### config.mk
export PLATFORM = sky130hd
export DESIGN_NAME = program_counter_ras
export DESIGN_NICKNAME = d
export VERILOG_FILES = /design/src/rtl/program_counter_ras.sv
export SDC_FILE = /design/constraint.sdc
export NUM_CORES = 1
export LEC_CHECK = 0
export ABC_AREA = 1
export BUFFER_PORTS_ARGS = -buffer_cell sky130_fd_sc_hd__buf_2
export CELL_PAD_IN_SITES_DETAIL_PLACEMENT = 0
export CELL_PAD_IN_SITES_GLOBAL_PLACEMENT = 1
export CORE_ASPECT_RATIO = 1.25
export CORE_MARGIN = 2
export CORE_UTILIZATION = 47
export CTS_CLUSTER_DIAMETER = 30
export DETAILED_ROUTE_END_ITERATION = 8
export GPL_TIMING_DRIVEN = 1
export PLACE_DENSITY_LB_ADDON = 0.1
export SLEW_MARGIN = 30
export SYNTH_ARGS = -nofsm -noshare
export SYNTH_HDL_FRONTEND = slang
export SYNTH_SLANG_ARGS = --single-unit
### constraint.sdc
create_clock -name clk -period 4.7 [get_ports clk]
set_clock_uncertainty 0.05 [all_clocks]
set_input_delay 0.705 -clock clk [delete_from_list [all_inputs] [get_ports clk]]
set_output_delay 0.705 -clock clk [all_outputs]
set_load 0.05 [all_outputs]
### src/rtl/program_counter_ras.sv
// Fetch-address generator with sequential/branch/jump/call/return sources
// and a circular return-address stack that overwrites its oldest entry when full.
module program_counter_ras #(
    parameter int unsigned       WIDTH      = 32,
    parameter logic [WIDTH-1:0]  RESET_ADDR = '0,
    parameter int unsigned       INC        = 4,
    parameter int unsigned       RAS_DEPTH  = 4
) (
    input  logic             clk,
    input  logic             rst,
    input  logic             stall,
    input  logic             branch_taken,
    input  logic [WIDTH-1:0] branch_offset,
    input  logic             jump,
    input  logic             call,
    input  logic [WIDTH-1:0] jump_target,
    input  logic             ret,
    output logic [WIDTH-1:0] currentAddress,
    output logic             ras_empty,
    output logic             ras_full,
    output logic             ras_overflow,
    output logic             ras_underflow
);

    localparam int unsigned PTR_W = (RAS_DEPTH > 1) ? $clog2(RAS_DEPTH) : 1;
    localparam int unsigned CNT_W = PTR_W + 1;

    logic [WIDTH-1:0] ras [RAS_DEPTH];
    logic [PTR_W-1:0] top;
    logic [CNT_W-1:0] count;

    logic [WIDTH-1:0] seq;
    logic [WIDTH-1:0] next_addr;
    logic [PTR_W-1:0] next_top;
    logic [CNT_W-1:0] next_count;
    logic             push_en;
    logic             next_overflow;
    logic             next_underflow;

    assign seq       = currentAddress + WIDTH'(INC);
    assign ras_empty = (count == '0);
    assign ras_full  = (count == CNT_W'(RAS_DEPTH));

    // Next-address selection: ret > call > jump > branch > sequential.
    always_comb begin
        next_addr      = seq;
        next_top       = top;
        next_count     = count;
        push_en        = 1'b0;
        next_overflow  = 1'b0;
        next_underflow = 1'b0;
        if (stall) begin
            next_addr = currentAddress;
        end else if (ret) begin
            if (count != '0) begin
                next_addr  = ras[top];
                next_top   = top - PTR_W'(1);
                next_count = count - CNT_W'(1);
            end else begin
                next_underflow = 1'b1;
            end
        end else if (call) begin
            next_addr = jump_target;
            push_en   = 1'b1;
            next_top  = top + PTR_W'(1);
            if (count == CNT_W'(RAS_DEPTH)) begin
                // Pointer wrap lands on the oldest entry, which the push replaces.
                next_overflow = 1'b1;
            end else begin
                next_count = count + CNT_W'(1);
            end
        end else if (jump) begin
            next_addr = jump_target;
        end else if (branch_taken) begin
            next_addr = currentAddress + branch_offset;
        end
    end

    always_ff @(posedge clk or negedge rst) begin
        if (!rst) begin
            currentAddress <= RESET_ADDR;
            top            <= '0;
            count          <= '0;
            ras_overflow   <= 1'b0;
            ras_underflow  <= 1'b0;
            for (int i = 0; i < int'(RAS_DEPTH); i++) begin
                ras[i] <= '0;
            end
        end else begin
            currentAddress <= next_addr;
            top            <= next_top;
            count          <= next_count;
            ras_overflow   <= next_overflow;
            ras_underflow  <= next_underflow;
            if (push_en) begin
                ras[next_top] <= seq;
            end
        end
    end

endmodule

# After elaboration in Yosys (flattened, before gate mapping)
# Index checks and enable logic that the tools add are counted.
[word_totals]
output_inout_bits = 36
ff_bits = 167
[classes]
n_reduce_logical = 5
addsub = 6
bitwise = 3
n_mux = 29
order_cmp = 3
n_eq_ne = 3
[ops]
columns = ["operator", "count"]
rows = [
  ["$mux 32", 8],
  ["$bwmux 128", 1],
  ["$bmux 32 s2", 1],
  ["$demux 32 s2", 1],
  ["$add 32x3->32 const B", 1],
  ["$add 32x32->32", 1],
  ["$mux 3", 4],
  ["$mux 1", 10],
  ["$mux 2", 4],
  ["$ge 3x3->1 const B", 2],
  ["$not 2->3", 2],
  ["$reduce_and 4->1", 1],
  ["$add 3x1->3 const B", 1],
  ["$eq 3x3->1 const B", 1],
  ["$logic_not 3->1", 1],
  ["$lt 3x1->1 const B", 1],
  ["$reduce_bool 3->1", 1],
  ["$sub 3x1->3 const B", 1],
  ["$add 2x1->2 const B", 1],
  ["$ne 2x1->1 const B", 1],
  ["$ne 2x2->1 const B", 1],
  ["$reduce_bool 2->1", 1],
  ["$sub 2x1->2 const B", 1],
  ["$logic_and 1x1->1", 1],
  ["$not 1->1", 1],
]

# Longest topological paths before layout
# Gate-level depths: netlist of run 1.
[depth]
depth_word = 10
ltp_mapped = 16
depth_no_buf = 16

# Worst setup path before layout of run 1
# No wires, ideal clock.
[synth_timing]
kind = "register to register"
from = "reg currentAddress[2]"
to = "reg currentAddress[18]"
t_arrival_ns = 2.321
synth_period_minus_slack_ns = 2.448
slack_ns = 2.252
n_path_buf = 0
t_required_ns = 4.572
path_stages_with_launch = 12
cell_sequence = "dfrtp_1 -> ha_1 -> nand3_2 -> nor2_4 -> nand2_2 -> nor2_2 -> nand3_1 -> xor2_1 -> nand2_1 -> nand3_1 -> nand2_1 -> a21oi_1"
[synth_via]
elab_chain_cells = 5
[synth_lines]
columns = ["item", "line_no", "text"]
rows = [
  ["start, declared", "18", "output logic [WIDTH-1:0] currentAddress,"],
  ["start signal, assigned", "90", "currentAddress <= next_addr;"],
  ["$add 32x3->32 or $add 32x32->32 (tied branches)", "40, 75", ""],
  ["$mux 32", "74", "end else if (branch_taken) begin"],
  ["$mux 32", "72", "end else if (jump) begin"],
  ["$mux 32", "62", "end else if (call) begin"],
  ["$mux 32 (*)", "54", "end else if (ret) begin"],
]
# Every way passes the cells marked *; elsewhere a longest branch is shown, timed or not.
# A chain may end at the register's enable or synchronous reset.

# Worst setup path in the final report of run 1
# Ends and elaborated chain as after synthesis.

==> results by group, run 1 <==
Run status
  • Outcome: complete, no violations

Clocking
  • Root buffer cell: clkbuf_16
  • Post-cts repair resize count: 0
  • CTS tree: yes
  • Post-CTS Setup Inserts: 0
  • Clk_lat worst skew: 0.44 ns
  • Clk buf depth: 2
  • Num CTS Buffers: 17
  • H-tree levels: 4
  • Clk sinks: 167
  • Hold_buf cts: 0
  • Reg clk slew, reported paths: 0.06 ns

Die
  • Die X-Extent: 142 um
  • Die area: 25100 um^2
  • Starting Density: 47.6%
  • IO Pins: 107
  • Die H: 177 um
  • Core Region: 23600 um^2
  • Rows: 63

Critical path
  • CP Launch Point: currentAddress[2]$_DFFE_PN0N_
  • Crit path capture: currentAddress[18]$_DFFE_PN0N_
  • CP peak stage delay: 0.66 ns
  • Crit-path max FO: 10
  • Critical Path AT: 3.15 ns
  • Cell Chain, Critical Path: ha_1, nand3_2, nor2_4, nand2_2, nor2_2, nand3_1, xor2_1, nand2_1, nand3_1, nand2_1, a21oi_1
  • Worst path slowest cell: dfrtp_1
  • Worst R2R Start: currentAddress[2]$_DFFE_PN0N_
  • Reg2reg end: currentAddress[18]$_DFFE_PN0N_
  • Reg2Reg Depth: 11
  • Worst setup EP type: flip-flop
  • WP data required: 5.01 ns
  • Critical path class: reg2reg
  • Reg2Reg Setup Slack: 1.87 ns
  • CP Depth: 11
  • CP top delay family: simple AND/OR/NAND/NOR gates
  • Worst Path Buf+Inv: 0
  • Crit start category: flip-flop

GRT
  • Global-route wire length before repair: 56500 um
  • Largest net degree at the start of global routing: 86
  • Antenna violations before repair: 0
  • Total track usage: 29.1%
  • GR Overflow Total: 0
  • Vias in the first global route: 10600

Timing
  • Final Cycle Share: 60.3%
  • Max Slew Vio Count: 0
  • Final Hold Fails: 0
  • RSZ-0062 raised after global routing: no
  • Relative slew margins: 40.1%
  • Fmax: 0.353 GHz
  • Setup violators final: 0
  • Crit path time final: 2.83 ns
  • Worst slew pin tran: 0.898 ns
  • Final TNS setup: 0 ns
  • Hold_ws: 0.271 ns

Layout
  • Fill cells: 2431
  • Layout cell share with drive strength beyond 1: 10.3%
  • Layout Area Growth over Synthesis: 11.1%
  • Ant diodes: 0
  • Most frequent cells in the layout: nand2_1, inv_1, o21ai_0
  • Final instance area: 12500 um^2
  • Fin nets: 1857
  • Commonest non-fill, non-tap cell in the layout: nand2_1

Yosys
  • Post-Syn Area per Cell: 6.66 um^2
  • Mapped Nets: 1790
  • EDFF count, synth: 0
  • Synth Cell Area: 11200 um^2
  • Syn. warnings: 0
  • Fraction of registers with async set/reset: 100%
  • Seq cells post-synth: 167
  • Post-synthesis cell type count: 45
  • Post-synthesis sequential area ratio: 37.3%
  • Post-Synthesis Cells: 1685
  • Primary FF master, synth: dfrtp_1

Route
  • First-pass detailed-route iteration total: 5
  • Total number of vias: 11000
  • WL/cell: 17.3 um
  • Overall routed net length: 35500 um
  • Starting DRT DRC Count: 918
  • Remaining DRCs: 0
  • DR vias/cell: 5.37
  • Post-DRT Antenna Nets: 0

Power
  • Worst ir drop on vdd: 272 uV
  • LEAKAGE: 6.54 nW
  • PwrDens: 638 nW/um^2

Placement
  • Placed Area: 11900 um^2
  • DP HPWL: 26600 um
  • GP Congestion: 0.955
  • IO Port Bufs: 106

Flow run
  • Max-cap viol count: 0

Hold path
  • Worst hold path class: in2async
[worst reg2reg max path, cell delays in order, from the launching register on]
cell and delay, ns:
dfrtp_1 0.66, ha_1 0.30, nand3_2 0.19, nor2_4 0.24
nand2_2 0.11, nor2_2 0.19, nand3_1 0.12, xor2_1 0.48
nand2_1 0.13, nand3_1 0.11, nand2_1 0.05, a21oi_1 0.13
[synthesized netlist by cell type, drive strengths merged, types with 8 or more instances]
library cell,count,area share (%)
nand2,578,19
o21ai,204,9.3
inv,196,6.6
dfrtp,167,37
nor2,156,5.4
a21oi,84,3.7
nand3,60,2.8
clkbuf,50,1.7
ha,32,3.6
xor2,24,2.0
o22ai,23,1.3
buf,20,1.1
nor3,20,1.0
a22oi,16,1.1
nand3b,8,0.54
[per-stage QoR]
step | power [W] | utilization [%] | cells | setup WS [ns]
6_report | 0.00794 | 52.8 | 2056 | 1.87
5_1_grt | 0.00861 | 52.8 | 2056 | 1.60
4_1_cts | 0.00794 | 52.8 | 2056 | 1.84
3_5_place_dp | 0.00663 | 50.6 | 2025 | 1.59
3_3_place_gp | 0.00658 | 50.6 | 2025 | 1.62
2_1_floorplan | 0.00541 | - | 1685 | 2.25
[report_power, final]
group	internal [W]	leakage (nW)	switching, W
Clock	0.000699	0.250	0.000594
Sequential	0.00208	2.07	0.000542
Combinational	0.00124	4.22	0.00279
[cells by family (layout without fill, tap and decap cells)]
group                    count (synthesis)  in the layout  share of synthesized area (%)
AO/OA/AOI/OAI                          347            347                           16.7
XOR/XNOR                                31             31                           2.59
adder cells (fa/ha/maj)                 34             34                           3.93
buffers and inverters                  266            345                           9.34
flip-flops                             167            167                           37.3
AND/OR/NAND/NOR                        840            840                           30.2
[registers in the layout, summed over array words and instances, names as in the netlist]
name,count
top,2
ras_overflow,1
currentAddress,32
ras,128
count,3
ras_underflow,1
[how the worst min path moves through the flow]
stage / from / to / slack (ns)
2_1_floorplan: rst / count[0]$_DFFE_PN0P_ / 0.36
3_3_place_gp: ras[84]$_DFFE_PN0P_ / ras[84]$_DFFE_PN0P_ / 0.40
3_5_place_dp: ras[70]$_DFFE_PN0P_ / ras[70]$_DFFE_PN0P_ / 0.41
4_1_cts: rst / ras[2]$_DFFE_PN0P_ / 0.31
5_1_grt: rst / ras[3]$_DFFE_PN0P_ / 0.33
6_report: rst / ras[96]$_DFFE_PN0P_ / 0.27
[final cells by class]
type                            instances  area, um^2  share of cell area (%)
Tap cell                              292         365                    2.93
Clock buffer                           20         457                    3.67
Multi-Input combinational cell       1252        6000                    48.2
Sequential cell                       167        4180                    33.6
Clock inverter                         11        78.8                   0.633
Inverter                              196         736                    5.91
Timing Repair Buffer                  118         639                    5.13
[metal layers]
| layer | track usage (%) | wire, um | vias to the layer above |
|---|---|---|---|
| met4 | 11.1 | 1190 | 0 |
| met1 | 38.2 | 15800 | 5151 |
| met5 | 0 | 0 | - |
| met2 | 49.1 | 16900 | 312 |
| met3 | 3.63 | 1610 | 58 |
| li1 | - | - | 5522 |
No activity file was read; power rests on OpenSTA's default activity.
==> run 2: changes to the inputs <==
--- a/config.mk
+++ b/config.mk
@@ -11,7 +11,7 @@
 export CELL_PAD_IN_SITES_GLOBAL_PLACEMENT = 1
 export CORE_ASPECT_RATIO = 1.25
 export CORE_MARGIN = 2
-export CORE_UTILIZATION = 47
+export CORE_UTILIZATION = 43
 export CTS_CLUSTER_DIAMETER = 30
 export DETAILED_ROUTE_END_ITERATION = 8
 export GPL_TIMING_DRIVEN = 1
==> constraint.sdc (replaced) <==
create_clock -name clk -period 2.75 [get_ports clk]
set_clock_uncertainty 0.05 [all_clocks]
set_input_delay 0.4125 -clock clk [delete_from_list [all_inputs] [get_ports clk]]
set_output_delay 0.4125 -clock clk [all_outputs]
set_load 0.05 [all_outputs]
==> run 2 against run 1 <==
Fmax increased by 15%. Global-route usage decreased by 0.38 points. Utilization decreased by 2.6 points. Critical endpoint is now currentAddress[13]$_DFFE_PN0N_. Highest routed layer unchanged. Wire length increased by 8.6%. Count of clock-buffer cells in the layout unchanged.
==> results by group, run 2 (same netlist as run 1, synthesis figures left out) <==
Route
  • Post-DRT Antenna Nets: 0 (unchanged)
  • Total number of vias: 11100 (+0.85%)
  • Starting DRT DRC Count: 781 (-15%)
  • Overall routed net length: 38500 um (+8.6%)
  • WL/cell: 18.0 um (+4.2%)
  • First-pass detailed-route iteration total: 6 (+1)
  • DR vias/cell: 5.20 (-3.2%)
  • Remaining DRCs: 0 (unchanged)

Layout
  • Finished Core Util: 50.2% (-2.6 points)
  • Commonest non-fill, non-tap cell in the layout: nand2_1
  • Most flops, register: ras
  • Ant diodes: 0 (unchanged)
  • Layout cell share with drive strength beyond 1: 12.1% (+1.8 points)
  • Most frequent cells in the layout: nand2_1, inv_1, o21ai_0
  • Top Registers: ras x128, currentAddress x32, count x3
  • Fin nets: 1895 (+2.0%)
  • Post-Layout Cell Count: 2143 (+4.2%)
  • Largest register FFs: 128 (unchanged)
  • Layout Area Growth over Synthesis: 15.8%
  • Fill cells: 2712 (+12%)

Clocking
  • Num CTS Buffers: 17 (unchanged)
  • Root buffer cell: clkbuf_16
  • Clk buf depth: 2 (unchanged)
  • Post-CTS Setup Inserts: 0 (unchanged)
  • Reg clk slew, reported paths: 0.07 ns (about the same)
  • CTS tree: yes
  • Clk_lat worst skew: 0.44 ns (about the same)
  • H-tree levels: 4 (unchanged)
  • Clk sinks: 167 (unchanged)

Critical path
  • Critical path class: reg2reg
  • Crit-path max FO: 7 (-3)
  • Critical Path AT: 2.72 ns (-0.43 ns)
  • WP data required: 3.00 ns (-2.01 ns)
  • Crit start category: flip-flop
  • Worst setup EP type: flip-flop

Power
  • Worst ir drop on vdd: 512 uV (+88%)
  • LEAKAGE: 6.82 nW (+4.3%)
  • PwrDens: 1110 nW/um^2 (+74%)

Timing
  • RSZ-0062 raised after global routing: no
  • Worst slew pin tran: 0.899 ns (+0.00176 ns)
  • Max Slew Vio Count: 0 (unchanged)
  • Crit path time final: 2.47 ns (-0.364 ns)
  • Setup violators final: 0 (unchanged)
  • Setup slack after layout: 0.280 ns (-1.59 ns)
  • Final Cycle Share: 89.8% (+30 points)
  • Final TNS setup: 0 ns (unchanged)
  • Relative slew margins: 39.9% (-0.14 points)
  • Final Hold Fails: 0 (unchanged)
  • Fmax: 0.405 GHz (+15%)

Placement
  • DP HPWL: 29100 um (+9.3%)
  • GP Congestion: 0.945 (-1.0%)
  • IO Port Bufs: 106 (unchanged)
  • DP Cell Count: 2110 (+4.2%)
  • Place WS: 0.285 ns (-1.30 ns)

Run status
  • Outcome: complete, no violations

Die
  • Die area: 27400 um^2 (+9.1%)
  • Starting Density: 43.4% (-4.2 points)
  • IO Pins: 107 (unchanged)
  • Rows: 66 (+4.8%)
  • Die H: 185 um (+4.4%)
  • Die X-Extent: 148 um (+4.4%)
  • Core Region: 25800 um^2 (+9.7%)

GRT
  • Largest net degree at the start of global routing: 61 (-29%)
  • Total track usage: 28.7% (-0.38 points)
  • GR Overflow Total: 0 (unchanged)
  • Antenna violations before repair: 0 (unchanged)
  • Vias in the first global route: 10500 (-0.92%)
  • Global-route wire length before repair: 59900 um (+5.9%)

Hold path
  • Worst hold path class: in2reg

Flow run
  • Max-cap viol count: 0 (unchanged)
==> run 2: final cells by class <==
type                            count  area, um^2  area share, %
Clock buffer                       20         457           3.52
Clock inverter                     12         198           1.52
Inverter                          196         736           5.67
Multi-Input combinational cell   1252        6000           46.2
Sequential cell                   167        4180           32.2
Tap cell                          340         425           3.28
Timing Repair Buffer              156         990           7.62
==> run 2: worst max-delay path: stages, from the launching register on <==
cell and delay (ns):
dfrtp_1 0.45, buf_4 0.19, ha_1 0.38, nand2_1 0.13, nand3_1 0.16, nand2_1 0.10
nand2_1 0.07, nand2_1 0.06, nand2_1 0.17, or2_2 0.33, nand3_1 0.07, nand2_1 0.05
nand2_1 0.05, a21oi_1 0.07
==> run 2: final timing paths <==
check                                              start                              to  slack, ns  cells after the start
max                        currentAddress[2]$_DFFE_PN0N_  currentAddress[13]$_DFFE_PN0N_       0.28                     13
min in group asynchronous                            rst             ras[10]$_DFFE_PN0P_       0.40                      2
min reg2reg                          ras[84]$_DFFE_PN0P_             ras[84]$_DFFE_PN0P_       0.42                      2
max reg2reg                currentAddress[2]$_DFFE_PN0N_  currentAddress[13]$_DFFE_PN0N_       0.28                     13
max in group asynchronous                            rst             ras[88]$_DFFE_PN0P_       1.59                      3
min                                      jump_target[29]  currentAddress[29]$_DFFE_PN0N_       0.27                      5
==> run 2: routing by layer <==
metal  global-route usage (%)  share of wire, %
met3                     2.65               3.8
met1                     39.8                46
met2                     47.0                47
met5                        0                 0
met4                     10.1               3.0
==> run 2: power breakdown <==
part / leakage (nW) / switching (W) / internal, W
clock: 0.316 / 0.00101 / 0.00166
sequential: 2.07 / 0.000778 / 0.00355
combinational: 4.43 / 0.00505 / 0.00234
total: 6.82 / 0.00684 / 0.00755
==> run 2: metrics by stage <==
step | hold slack (ns) | instance area (um^2) | total power [W]
2_1_floorplan | 0.0669 | 11200 | 0.00925
3_3_place_gp | 0.298 | 12300 | 0.0117
3_5_place_dp | 0.293 | 12300 | 0.0117
4_1_cts | 0.259 | 13000 | 0.0144
5_1_grt | 0.306 | 13000 | 0.0156
6_report | 0.271 | 13000 | 0.0144
==> run 2: timing repair <==
item	4_1_cts	5_1_grt
hold endpoints to repair	34	0
hold buffers	1	0
gates resized for setup	0	0
